**config.mk**
```make
export PLATFORM = sky130hd
export DESIGN_NAME = memoria_instrucoes_param
export DESIGN_NICKNAME = d
export VERILOG_FILES = /design/src/rtl/mips_pkg.sv /design/src/rtl/mem_palavras_1w1r.sv /design/src/rtl/memoria_instrucoes_param.sv
export SDC_FILE = /design/constraint.sdc
export NUM_CORES = 1
export LEC_CHECK = 0
export CORE_UTILIZATION = 65
export CTS_CLUSTER_DIAMETER = 80
export DETAILED_ROUTE_END_ITERATION = 12
export DONT_BUFFER_PORTS = 1
export GPL_TIMING_DRIVEN = 0
export PLACE_DENSITY = 0.81
export SLEW_MARGIN = 0
export SYNTH_ARGS = -nofsm -noshare
export SYNTH_HDL_FRONTEND = slang
export SYNTH_HIERARCHICAL = 1
export SYNTH_SLANG_ARGS = --single-unit
```
**constraint.sdc**
```tcl
create_clock -name clock -period 12.4 [get_ports clock]
set_clock_uncertainty 0.2 [all_clocks]
set_input_delay 3.1 -clock clock [delete_from_list [all_inputs] [get_ports clock]]
set_output_delay 3.1 -clock clock [all_outputs]
set_load 0.1 [all_outputs]
```
**src/rtl/mips_pkg.sv**
```systemverilog
// Shared MIPS constants: instruction width, NOP word and opcode/funct encodings.
package mips_pkg;

  localparam int unsigned INST_W = 32;
  localparam logic [INST_W-1:0] NOP = 32'h0000_0000;

  typedef enum logic [5:0] {
    OP_RTYPE = 6'h00,
    OP_BEQ   = 6'h04,
    OP_LW    = 6'h23,
    OP_SW    = 6'h2B
  } opcode_e;

  typedef enum logic [5:0] {
    FN_ADD = 6'h20,
    FN_SUB = 6'h22,
    FN_AND = 6'h24,
    FN_OR  = 6'h25
  } funct_e;

  function automatic logic [INST_W-1:0] encode_r(input logic [4:0] rs,
                                                 input logic [4:0] rt,
                                                 input logic [4:0] rd,
                                                 input funct_e     fn);
    return {OP_RTYPE, rs, rt, rd, 5'd0, fn};
  endfunction

endpackage

```
**src/rtl/mem_palavras_1w1r.sv**
```systemverilog
// Word array with synchronous write and combinational read; out-of-range
// accesses are dropped on write and read back as zero.
module mem_palavras_1w1r #(
  parameter int unsigned DATA_W = 32,
  parameter int unsigned DEPTH  = 32,
  parameter int unsigned AW     = (DEPTH > 1) ? $clog2(DEPTH) : 1
) (
  input  logic              clk_i,
  input  logic              we_i,
  input  logic [AW-1:0]     wr_addr_i,
  input  logic [DATA_W-1:0] wr_data_i,
  input  logic [AW-1:0]     rd_addr_i,
  output logic [DATA_W-1:0] rd_data_o
);

  logic [DATA_W-1:0] mem_q [DEPTH];

  always_ff @(posedge clk_i) begin
    if (we_i && (32'(wr_addr_i) < DEPTH)) begin
      mem_q[wr_addr_i] <= wr_data_i;
    end
  end

  always_comb begin
    rd_data_o = '0;
    if (32'(rd_addr_i) < DEPTH) begin
      rd_data_o = mem_q[rd_addr_i];
    end
  end

endmodule

```
**src/rtl/memoria_instrucoes_param.sv**
```systemverilog
// Clocked instruction memory: valid/ready fetch with a one-entry response
// register, program-load port, fault flags and a saturating fetch counter.
module memoria_instrucoes_param
  import mips_pkg::*;
#(
  parameter int unsigned DATA_W = 32,
  parameter int unsigned ADDR_W = 32,
  parameter int unsigned DEPTH  = 32,
  parameter int unsigned CNT_W  = 16
) (
  input  logic              clock,
  input  logic              reset,
  input  logic              fetch_valid,
  output logic              fetch_ready,
  input  logic [ADDR_W-1:0] fetch_addr,
  output logic              inst_valid,
  input  logic              inst_ready,
  output logic [DATA_W-1:0] instrucao,
  output logic              erro_alinhamento,
  output logic              erro_faixa,
  input  logic              load_en,
  input  logic [ADDR_W-1:0] load_addr,
  input  logic [DATA_W-1:0] load_data,
  output logic [CNT_W-1:0]  num_buscas
);

  localparam int unsigned IDX_W = ADDR_W - 2;
  localparam int unsigned AW    = (DEPTH > 1) ? $clog2(DEPTH) : 1;

  logic [IDX_W-1:0]  fetch_idx, load_idx;
  logic              fetch_in_range, load_in_range;
  logic              accept, load_we;
  logic [DATA_W-1:0] rd_data;
  logic              unused_load_lsb;

  logic              valid_q, valid_d;
  logic [DATA_W-1:0] inst_q, inst_d;
  logic              al_q, al_d;
  logic              fx_q, fx_d;
  logic [CNT_W-1:0]  cnt_q, cnt_d;

  assign fetch_idx       = fetch_addr[ADDR_W-1:2];
  assign load_idx        = load_addr[ADDR_W-1:2];
  assign unused_load_lsb = ^load_addr[1:0];
  // Range test on the full index so high address bits cannot alias into the array.
  assign fetch_in_range  = 32'(fetch_idx) < DEPTH;
  assign load_in_range   = 32'(load_idx) < DEPTH;

  assign fetch_ready = !reset && !load_en && (!valid_q || inst_ready);
  assign accept      = fetch_valid && fetch_ready;
  assign load_we     = load_en && !reset && load_in_range;

  mem_palavras_1w1r #(
    .DATA_W (DATA_W),
    .DEPTH  (DEPTH),
    .AW     (AW)
  ) u_mem (
    .clk_i     (clock),
    .we_i      (load_we),
    .wr_addr_i (load_idx[AW-1:0]),
    .wr_data_i (load_data),
    .rd_addr_i (fetch_idx[AW-1:0]),
    .rd_data_o (rd_data)
  );

  always_comb begin
    valid_d = valid_q;
    inst_d  = inst_q;
    al_d    = al_q;
    fx_d    = fx_q;
    cnt_d   = cnt_q;
    if (accept) begin
      valid_d = 1'b1;
      inst_d  = fetch_in_range ? rd_data : DATA_W'(NOP);
      al_d    = |fetch_addr[1:0];
      fx_d    = !fetch_in_range;
      if (cnt_q != '1) begin
        cnt_d = cnt_q + 1'b1;
      end
    end else if (inst_ready) begin
      valid_d = 1'b0;
    end
  end

  always_ff @(posedge clock) begin
    if (reset) begin
      valid_q <= 1'b0;
      inst_q  <= '0;
      al_q    <= 1'b0;
      fx_q    <= 1'b0;
      cnt_q   <= '0;
    end else begin
      valid_q <= valid_d;
      inst_q  <= inst_d;
      al_q    <= al_d;
      fx_q    <= fx_d;
      cnt_q   <= cnt_d;
    end
  end

  assign inst_valid       = valid_q;
  assign instrucao        = inst_q;
  assign erro_alinhamento = al_q;
  assign erro_faixa       = fx_q;
  assign num_buscas       = cnt_q;

endmodule

```
# After elaboration in Yosys (flattened, before gate mapping)
# Memories as Yosys holds them, arrays and structs flattened.
# Index checks and enable logic that the tools add are counted.
# Widths: inputs -> output; s select.
[totals]
regBits = 51
latchBits = 0
ram_bits = 1024
mem_bits_ro = 0
inputBits = 101
out_inout_bits = 52
word_cells = 28
n_memories = 1
[mem_list]
columns = ["memory", "words", "width", "read_ports", "rd_ports_with_merged_regs", "wr", "line", "rtl"]
rows = [
  ["u_mem.mem_q", 32, 32, 1, 0, 1, "mem_palavras_1w1r.sv:16", "logic [DATA_W-1:0] mem_q [DEPTH];"],
]
[classes]
addsub = 1
n_mul = 0
div_mod_pow = 0
n_lt_le_gt_ge = 2
eq_ne = 1
shift = 0
n_mux = 5
bitwise = 0
n_reduce_logical = 13
[op_table]
columns = ["operator", "count"]
rows = [
  ["$lt 30x6->1 const B", 2],
  ["$mux 32", 1],
  ["$add 16x1->16 const B", 1],
  ["$ne 16x16->1 const B", 1],
  ["$logic_and 1x1->1", 5],
  ["$logic_not 1->1", 4],
  ["$mux 1", 4],
  ["$reduce_and 2->1", 1],
  ["$reduce_bool 2->1", 1],
  ["$reduce_or 2->1", 1],
  ["$logic_or 1x1->1", 1],
]

# Logic depth before layout (Yosys ltp)
[depth]
depth_word = 5
mapped_depth = 9
depth_no_buf = 6

# By module
# The synthesis kept the hierarchy.
[by_module_without_submodules]
columns = ["module", "n_inst", "cells_each", "area_per_inst_um2"]
rows = [
  ["mem_palavras_1w1r", 1, 2228, 39844.5],
  ["memoria_instrucoes_param", 1, 198, 2054.5],
]

# Least setup slack after synthesis
# No wires, ideal clock.
[synth_timing]
path_kind = "input port to output port"
from = "in inst_ready"
to = "out fetch_ready"
arrival_time_ns = 4.033
slack_ns = 5.067
cell_stages = 2
n_path_buf = 0
path_cell_list = "nand2b_1 and2_1"
[synth_via]
elab_chain_len = 2
[synth_rtl]
columns = ["element", "line", "rtl"]
rows = [
  ["start, declared", "memoria_instrucoes_param.sv:17", "input logic inst_ready,"],
  ["$logic_or 1x1->1", "memoria_instrucoes_param.sv:49", "assign fetch_ready = !reset && !load_en && (!valid_q || inst_ready);"],
  ["$logic_and 1x1->1", "memoria_instrucoes_param.sv:49", ""],
  ["end, declared", "memoria_instrucoes_param.sv:14", "output logic fetch_ready,"],
]
# No other way between the ends.

# Worst setup path after layout
# Same ends and word-level chain as after synthesis.

==> impl_metrics.toml <==
[critical_path]
start_kind = "input port"
r2r_slack_ns = 9.04
cp_cell_sequence = "nand2b_1 -> and2_1"
r2r-end = "instrucao[10]$_SDFFE_PP0P_"
required_ns = 9.10
cp_max_fo = 5
critPathCaptureType = "output pin"
worstReg2RegStart = "inst_valid$_SDFFE_PP0P_"
crit_buf_inv = 0
worstPathArrival_ns = 4.08
slowest_delay_ns = 0.80
crit_type = "input port to output pin"
cpLargestDelayFamily = "simple AND/OR/NAND/NOR gates"
crit_slowest_cell = "and2_1"
r2r_cells = 6

[global_route]
grt_remaining_overflow = 0
first_global_vias = 23321
grt_pass1_wl_um = 146000
antenna_found_initial = 3
grt_max_degree = 33
track_usage_pct = 30.5

[layout]
layout.nets = 2662
syn_to_final_growth_pct = 12.8
fin_cells = 3493
fin_util_pct = 74.5
drive_above_1_share_pct = 11.6

[pwr]
p_leak_nw = 16.3
ir_drop_mv = 0.0997
cellPowerDensity_mw_per_mm2 = 155

[min_path]
whs_path_depth = 5
holdPathEnd = "instrucao[3]$_SDFFE_PP0P_"
hold_start = "u_mem/mem_q[27][3]$_DFFE_PP_"
worstHoldPathType = "register to register"

[yosys]
yosys_register_bits = 1075
avgSynthCellArea_sq_um = 17.3
synth_edf_count = 1024
ys.flop_type = "edfxtp_1"
syn-num-nets = 2528
syn_inst = 2426
syn_area_sq_mm = 0.0419
synth_top_cell_by_area = "edfxtp_1"
synth_warnings = 6
async_flop_share_pct = 0
ys_seq_area_share_pct = 75.8
synth.area.top_cells = "edfxtp_1, mux2i_1, dfxtp_1"
synth_cell_types = 46
synth_top_area_share_pct = 73.4

[place]
port_buffers = 0
gp_congestion = 0.861
dp_cells = 3304
place_hpwl_um = 63900
dp_worst_setup_slack_ns = 5.01

[die]
fp.dieH_um = 256
dieArea_sq_mm = 0.0655
ios = 153
core_sq_mm = 0.0634
die_x_um = 256
fp-row-count = 92
start_util_pct = 66.1

[sta]
min_period_ns = 7.38
slew_headroom_pct = 19.1
rsz0062_at_grt = "false"
slew_viol_final = 0
final-hold-violation-count = 0
finalCritPeriodShare_pct = 59.5
fin_tns_setup_ns = 0
setup_violations = 0
timing.final.ws_setup_ns = 5.02
fmax_mhz = 135
tightest_slew_ns = 1.21

[clock_network]
postCtsHoldBufs = 0
ctsResizeCount = 0
insertion_delay_ns = 0.66
max-clock-path-buffers = 3
clkTransAtPathRegs_ns = 0.06
clkSinkCount = 1075
cts_buffers = 100
htree_levels = 3
cts_tree = "built"
cts-root-buf = "clkbuf_16"
cts_setup_buffers = 0

[drt]
route.detailed.drc = 0
final_antenna_net_count = 0
drt_iter0_drc = 2981
avgRoutedWirePerCell_um = 28.7
drt_wl_total_um = 100000
first_pass_iters = 6
post_drt_via_cell_ratio = 6.71
vias = 23431

[flow_run]
cap_violations = 0

[outcome]
status = "completed"
-- routing by layer --
layer / routed length, um / global-route usage, % / up-vias
met5: 35 / 0 / -
met4: 3940 / 12.5 / 6
met3: 10400 / 6.72 / 276
met2: 49500 / 50.7 / 1462
met1: 36500 / 39.3 / 11778
li1: - / - / 9909
-- logic make-up (layout without fill, tap and decap cells) --
family,after synthesis,count (layout),share of synthesized area [%]
xor+xnor,13,13,0.272
flops,1075,1075,75.8
simple gates,354,354,4.08
mux,513,513,12.3
compound gates,332,332,5.61
buf+inv,138,358,1.93
other cells,0,1,0
fa+ha+maj,1,1,0.0299
-- how the worst max path moves through the flow --
stage                             endpoint  cells past startpoint       start
2_1_floorplan                  fetch_ready                      2  inst_ready
3_3_place_gp   u_mem/mem_q[8][6]$_DFFE_PP_                      7       reset
3_5_place_dp                   fetch_ready                      2     load_en
4_1_cts                        fetch_ready                      2     load_en
5_1_grt                        fetch_ready                      2  inst_ready
6_report                       fetch_ready                      2  inst_ready
-- through the flow --
stage | instance area [sq um] | hold slack [ns] | power [mW]
global placement | 43000 | 0.522 | 4.33
finish | 47300 | 0.546 | 7.34
floorplan | 41900 | 0.463 | 4.25
global route | 47300 | 0.592 | 7.51
detailed placement | 43900 | 0.536 | 4.34
CTS | 47300 | 0.547 | 7.35
-- state kept, by name, indices dropped and copies added (netlist names) --
name and cells:
erro_faixa 1, erro_alinhamento 1, num_buscas 16, instrucao 32, u_mem/mem_q 1024, inst_valid 1
-- synth_stat cells, drive strengths merged (2+ instances only) --
master and number:
or3 2, and3 3, edfxtp 1024, nor4b 2, and2 4, a31oi 33, or3b 3, a22o 96
nand2b 4, nor4 16, clkbuf 51, nand4 4, nand3 107, nand3b 5, nor3 39, a22oi 96
a211oi 3, nand2 105, and4 2, nor2 55, dfxtp 51, xnor2 12, a21oi 99, mux2i 513
buf 86
-- cell usage in the layout, fill, tap and decap left out, drive strengths merged, types with 2 or more instances in the layout --
cell type	synthesis	layout
bufinv	0	12
nand3b	5	5
nand3	107	107
nor2	55	55
a21oi	99	99
a22o	96	96
nor3	39	39
dfxtp	51	51
or3b	3	3
nor4	16	16
nor4b	2	2
clkinvlp	0	4
buf	86	118
clkinv	0	33
nand4	4	4
nand2b	4	4
or3	2	2
mux2i	513	513
and3	3	3
a211oi	3	3
a22oi	96	96
and2	4	4
xnor2	12	12
nand2	105	105
inv	1	5
edfxtp	1024	1024
and4	2	2
a31oi	33	33
clkbuf	51	186
-- power breakdown --
part           leakage (nW)  switching [mW]  internal [mW]
Sequential             9.61         0.00720           3.97
Clock                  1.61            1.28           1.79
Combinational          5.10           0.188          0.102
-- worst register-to-register path, delay by kind of cell (launching register included) --
| kind | cells | cell delay (ns) |
|---|---|---|
| compound gates | 1 | 0.23 |
| buf+inv | 2 | 0.62 |
| simple gates | 3 | 1.30 |
| flops | 1 | 0.96 |
-- final cells by class --
class                      count  area (sq um)
timing repair buffer          32           746
fill                        3436         16200
tap                          846          1060
buffer                       137           806
clock buffer                 135          2730
antenna                        1          2.50
sequential                  1075         31800
clock inverter                53           582
multi-input combinational   1213          9560
inverter                       1          3.75
Note: power is estimated with default switching activity, not from simulation.
